===== src/rtl/display_scan.sv =====
// Eight-digit multiplexed hex display scanner with double-buffered data and leading-zero blanking.
// an/seg are registered one cycle behind the digit index; loads commit at frame boundaries (at once while disabled).
module display_scan #(
   parameter int DIV = 4
) (
   input  logic        clk,
   input  logic        rst_n,
   input  logic        en,
   input  logic        load,
   input  logic [31:0] data,
   input  logic        blank_lz,
   output logic [7:0]  an,
   output logic [7:0]  seg,
   output logic        frame_done,
   output logic        updated
);

   localparam int CW = (DIV > 2) ? $clog2(DIV) : 1;

   logic [CW-1:0] r_cnt;
   logic [2:0]    r_idx;
   logic [31:0]   r_pend;
   logic          r_pend_valid;
   logic [31:0]   r_shadow;
   logic [7:0]    r_an;
   logic [7:0]    r_seg;
   logic          r_frame_done;
   logic          r_updated;

   logic          w_last;
   logic          w_tick;
   logic          w_boundary;
   logic          w_commit;
   logic [3:0]    w_nibble;
   logic          w_upper_zero;
   logic          w_blank;
   logic [7:0]    w_an;
   logic [7:0]    w_seg;

   function automatic logic [7:0] hex7(input logic [3:0] h);
      logic [7:0] s;
      case (h)
         4'h0: s = 8'hC0;
         4'h1: s = 8'hF9;
         4'h2: s = 8'hA4;
         4'h3: s = 8'hB0;
         4'h4: s = 8'h99;
         4'h5: s = 8'h92;
         4'h6: s = 8'h82;
         4'h7: s = 8'hF8;
         4'h8: s = 8'h80;
         4'h9: s = 8'h90;
         4'hA: s = 8'h88;
         4'hB: s = 8'h83;
         4'hC: s = 8'hC6;
         4'hD: s = 8'hA1;
         4'hE: s = 8'h86;
         default: s = 8'h8E;
      endcase
      return s;
   endfunction

   assign w_last     = (r_cnt == CW'(DIV - 1));
   assign w_tick     = w_last && en;
   assign w_boundary = w_tick && (r_idx == 3'd7);
   // While disabled there is no scan to tear, so a pending value commits immediately.
   assign w_commit   = r_pend_valid && (en ? w_boundary : 1'b1);

   assign w_nibble     = r_shadow[{r_idx, 2'b00} +: 4];
   assign w_upper_zero = ((r_shadow >> {r_idx, 2'b00}) == 32'd0);
   assign w_blank      = blank_lz && (r_idx != 3'd0) && w_upper_zero;

   always_comb begin
      w_an  = 8'hFF;
      w_seg = 8'hFF;
      if (en) begin
         w_an = ~(8'b1 << r_idx);
         if (!w_blank) begin
            w_seg = hex7(w_nibble);
         end
      end
   end

   always_ff @(posedge clk or negedge rst_n) begin
      if (!rst_n) begin
         r_cnt <= '0;
         r_idx <= 3'd0;
      end else if (!en) begin
         r_cnt <= '0;
         r_idx <= 3'd0;
      end else if (w_last) begin
         r_cnt <= '0;
         r_idx <= r_idx + 3'd1;
      end else begin
         r_cnt <= r_cnt + CW'(1);
      end
   end

   always_ff @(posedge clk or negedge rst_n) begin
      if (!rst_n) begin
         r_pend       <= 32'd0;
         r_pend_valid <= 1'b0;
         r_shadow     <= 32'd0;
      end else begin
         if (w_commit) begin
            r_shadow <= r_pend;
         end
         // A load on the commit edge wins over the clear, so the new value stays pending.
         if (load) begin
            r_pend       <= data;
            r_pend_valid <= 1'b1;
         end else if (w_commit) begin
            r_pend_valid <= 1'b0;
         end
      end
   end

   always_ff @(posedge clk or negedge rst_n) begin
      if (!rst_n) begin
         r_an         <= 8'hFF;
         r_seg        <= 8'hFF;
         r_frame_done <= 1'b0;
         r_updated    <= 1'b0;
      end else begin
         r_an         <= w_an;
         r_seg        <= w_seg;
         r_frame_done <= w_boundary;
         r_updated    <= w_commit;
      end
   end

   assign an         = r_an;
   assign seg        = r_seg;
   assign frame_done = r_frame_done;
   assign updated    = r_updated;

endmodule

===== config.mk =====
export PLATFORM = sky130hd
export DESIGN_NAME = display_scan
export DESIGN_NICKNAME = d
export VERILOG_FILES = /design/src/rtl/display_scan.sv
export SDC_FILE = /design/constraint.sdc
export NUM_CORES = 1
export LEC_CHECK = 0
export CORE_MARGIN = 1
export CORE_UTILIZATION = 50
export CTS_CLUSTER_DIAMETER = 100
export CTS_CLUSTER_SIZE = 28
export DETAILED_ROUTE_END_ITERATION = 7
export PLACE_DENSITY = 0.77
export SLEW_MARGIN = 40
export SYNTH_ARGS = -nofsm -noshare
export SYNTH_HDL_FRONTEND = slang
export SYNTH_SLANG_ARGS = --single-unit
export TNS_END_PERCENT = 100

===== constraint.sdc =====
create_clock -name clk -period 2.9 [get_ports clk]
set_clock_uncertainty 0.2 [all_clocks]
set_input_delay 0.29 -clock clk [delete_from_list [all_inputs] [get_ports clk]]
set_output_delay 0.29 -clock clk [all_outputs]
set_load 0.01 [all_outputs]

==> impl_metrics.csv <==
group,metric,value,unit
route,drt_pass1_iterations,4,
worst_setup_path,crit_required,2.96,ns
worst_setup_path,crit_type,"reg -> reg",
worst_setup_path,crit_arrival,2.78,ns
synth,synth_top_family_by_area,"multiplexers",
power,vdd_drop_max,0.3272,mV
cts,cts_root_buf,"clkbuf_8",
sta,worst_slew_pin_slew,0.6812,ns
cts,postCtsSetupRepairBufs,0,
power,power.density,642.9,nW/um^2
hold_path,hold_start,"r_cnt[0]",
synth,async_flop_share,100.0,%
floorplan,core.rowCount,32,
route,drc_errors,0,
sta,finalSetupViolCount,0,
synth,synth_area_per_cell,13.41,um^2
synth,ys_seq_elements,87,
cts,clkSinkCount,87,
sta,relSlewSlack,54.58,%
sta,setup_tns,0,ns
floorplan,core_region_area,7848,um^2
synth,synth_common_cells,"dfrtp_1, mux2_2, dfstp_2, ha_1, nand2_1",
hold_path,hp-class,"reg -> reg",
placed_design,port_buffers,53,
layout,layout.nets,415,
floorplan,dieWidth,92.59,um
floorplan,die-height,92.59,um
sta,rsz0062_at_grt,"no",
status,outcome,"finished clean",
route,detail-route-antenna-nets,0,
cts,clk_latency,0.35,ns
global_routing,gr-total-overflow,0,
worst_setup_path,critical_path.startpoint,"r_idx[0]",
synth,synthCells,306,
synth,synthXorXnorAreaFrac,0.2135,%
synth,synthAdderAreaFrac,3.965,%
cts,cts_tree,"yes",
synth,synth_edf_count,0,
layout,design_area,5012,um^2
sta,final.period_utilization,93.71,%
synth,ys_seq_area_share,53.52,%
run,drv_cap,0,
layout,drive_above_1_share,32.70,%
placed_design,dp.cells,455,
synth,syn_nets,356,
layout,syn2layout_area_growth,22.17,%
route,avgViaCountPerCell,5.744,
sta,layout_min_cycle_time,2.718,ns
synth,synth_area,4103,um^2
worst_setup_path,cp-end-kind,"flip-flop",
floorplan,pin_count,55,
route,wl_per_cell,16.83,um
power,power,0.003222,W
placed_design,hpwlAfterDp,5737,um
synth,synth_top_area_share,43.92,%
sta,clock.fmax,368.0,MHz
synth,synth.area.mux_share,25.25,%
synth,synth_area_leaders,"dfrtp_1, mux2_2, dfstp_2, mux4_2, ha_1",
worst_setup_path,start_kind,"flip-flop",
global_routing,antenna_found_initial,0,
layout,diodes,0,
global_routing,grt_pass1_wl,13860,um
sta,whs,0.2537,ns
worst_setup_path,cp_max_fo,7,
global_routing,grt.total_usage,20.96,%
global_routing,grt_pass1_vias,2670,
synth,yosys.area_share.simple,7.563,%
synth,ys.flop_type,"dfrtp_1",
worst_setup_path,r2r-start,"r_idx[0]",
sta,final-hold-violation-count,0,
cts,cts.path.max_buffers,2,
placed_design,placed_cell_area,4792,um^2
cts,clk_pin_slew,0.08,ns
sta,report.final.slew_viol_count,0,
placed_design,gp_congestion,0.9907,
synth,yosysWarnings,0,
global_routing,grt_max_degree,55,
cts,cts_buffers,9,
route,drt_wl_total,7945,um
synth,synth.distinct_cells,48,
floorplan,die_area,8572,um^2
layout,final_cells,472,
synth,synth_compound_area_share,6.404,%
synth,yosysTopAreaCell,"dfrtp_1",
floorplan,start_util,52.28,%
route,num_vias,2711,
cts,h-tree-depth,3,
route,drt-initial-drc-count,204,
synth,post-synth-top-count-cell,"dfrtp_1",
power,p_leak,2.073,nW
## flip-flops by register name (all words and copies together) (netlist names)
| name | count |
|---|---|
| r_pend | 32 |
| r_shadow | 32 |
| an | 8 |
| seg | 7 |
| r_idx | 3 |
| r_cnt | 2 |
| frame_done | 1 |
| r_pend_valid | 1 |
| updated | 1 |
## routing by layer
metal / global-route usage, % / vias to the layer above / share of wire [%]
li1: - / 1240 / -
met1: 28.54 / 1362 / 44
met2: 32.96 / 90 / 48
met3: 4.516 / 19 / 5.3
met4: 8.073 / 0 / 2.4
met5: 0 / - / 0
## critical path, stage by stage (launching register included)
cell and delay [ns]:
dfrtp_2 0.48, mux4_2 0.56, nand2_1 0.09, and2_1 0.14, ha_1 0.20, nand2_1 0.06
a21oi_1 0.13, nand3_1 0.10, o41a_1 0.45, o221ai_1 0.22
## stage by stage
step / setup slack [ns] / util, %
4_1_cts: 0.08143 / 63.84
6_report: 0.1824 / 63.87
3_3_place_gp: 0.2448 / 61.07
3_5_place_dp: 0.1102 / 61.07
2_1_floorplan: 0.0005340 / -
5_1_grt: 0.03237 / 63.87
## cells in the final DEF (no fill, tap or decap), types with 5 or more instances in the layout
cell type,count
mux2i_1,8
nor2_1,6
ha_1,13
dfstp_2,15
mux4_2,10
clkbuf_8,9
nand3_1,6
nor4_1,8
nor3_1,6
nand2_1,13
a21oi_1,8
inv_1,7
buf_4,12
mux2_2,64
dfrtp_1,70
clkdlybuf4s50_1,52
nand4_1,5
## cell type report
| cell class | instances | area (um^2) |
|---|---|---|
| tap | 102 | 127.6 |
| clock inverter | 3 | 68.82 |
| fill | 642 | 2835 |
| inverter | 8 | 30.03 |
| timing repair buffer | 67 | 660.6 |
| sequential | 87 | 2198 |
| multi-input combinational | 192 | 1788 |
| clock buffer | 13 | 138.9 |
## worst paths after layout
path                         endpoint  slack, ns  cells past startpoint
min in group asynchronous   r_pend[1]       0.31                      2
min                          r_cnt[0]       0.25                      1
max in group asynchronous  r_pend[22]       1.56                      3
max                            seg[4]       0.18                      9
max reg2reg                    seg[4]       0.18                      9
min reg2reg                  r_cnt[0]       0.25                      1
## report_power, final
| part | switching, W | internal (W) | leakage [nW] |
|---|---|---|---|
| Sequential | 0.000166 | 0.00142 | 1.01 |
| Clock | 0.000403 | 0.000491 | 0.102 |
| Combinational | 0.000316 | 0.000426 | 0.961 |
| Total | 0.000884 | 0.00234 | 2.07 |
## kinds of logic (layout without fill, tap and decap cells)
| logic type | count (synthesis) | count (layout) |
|---|---|---|
| AO/OA/AOI/OAI | 35 | 35 |
| XOR/XNOR | 1 | 1 |
| adder cells (fa/ha/maj) | 13 | 13 |
| buffers and inverters | 27 | 91 |
| flip-flops | 87 | 87 |
| multiplexers | 83 | 83 |
| other | 1 | 1 |
| AND/OR/NAND/NOR | 59 | 59 |
## repair_timing
item / 4_1_cts / 5_1_grt
hold buffers: 1 / 0
endpoints found under the hold margin: 38 / 0
gates resized for setup: 0 / 2
setup endpoints to repair: 0 / 6
Note: power is estimated with default switching activity, not from simulation.
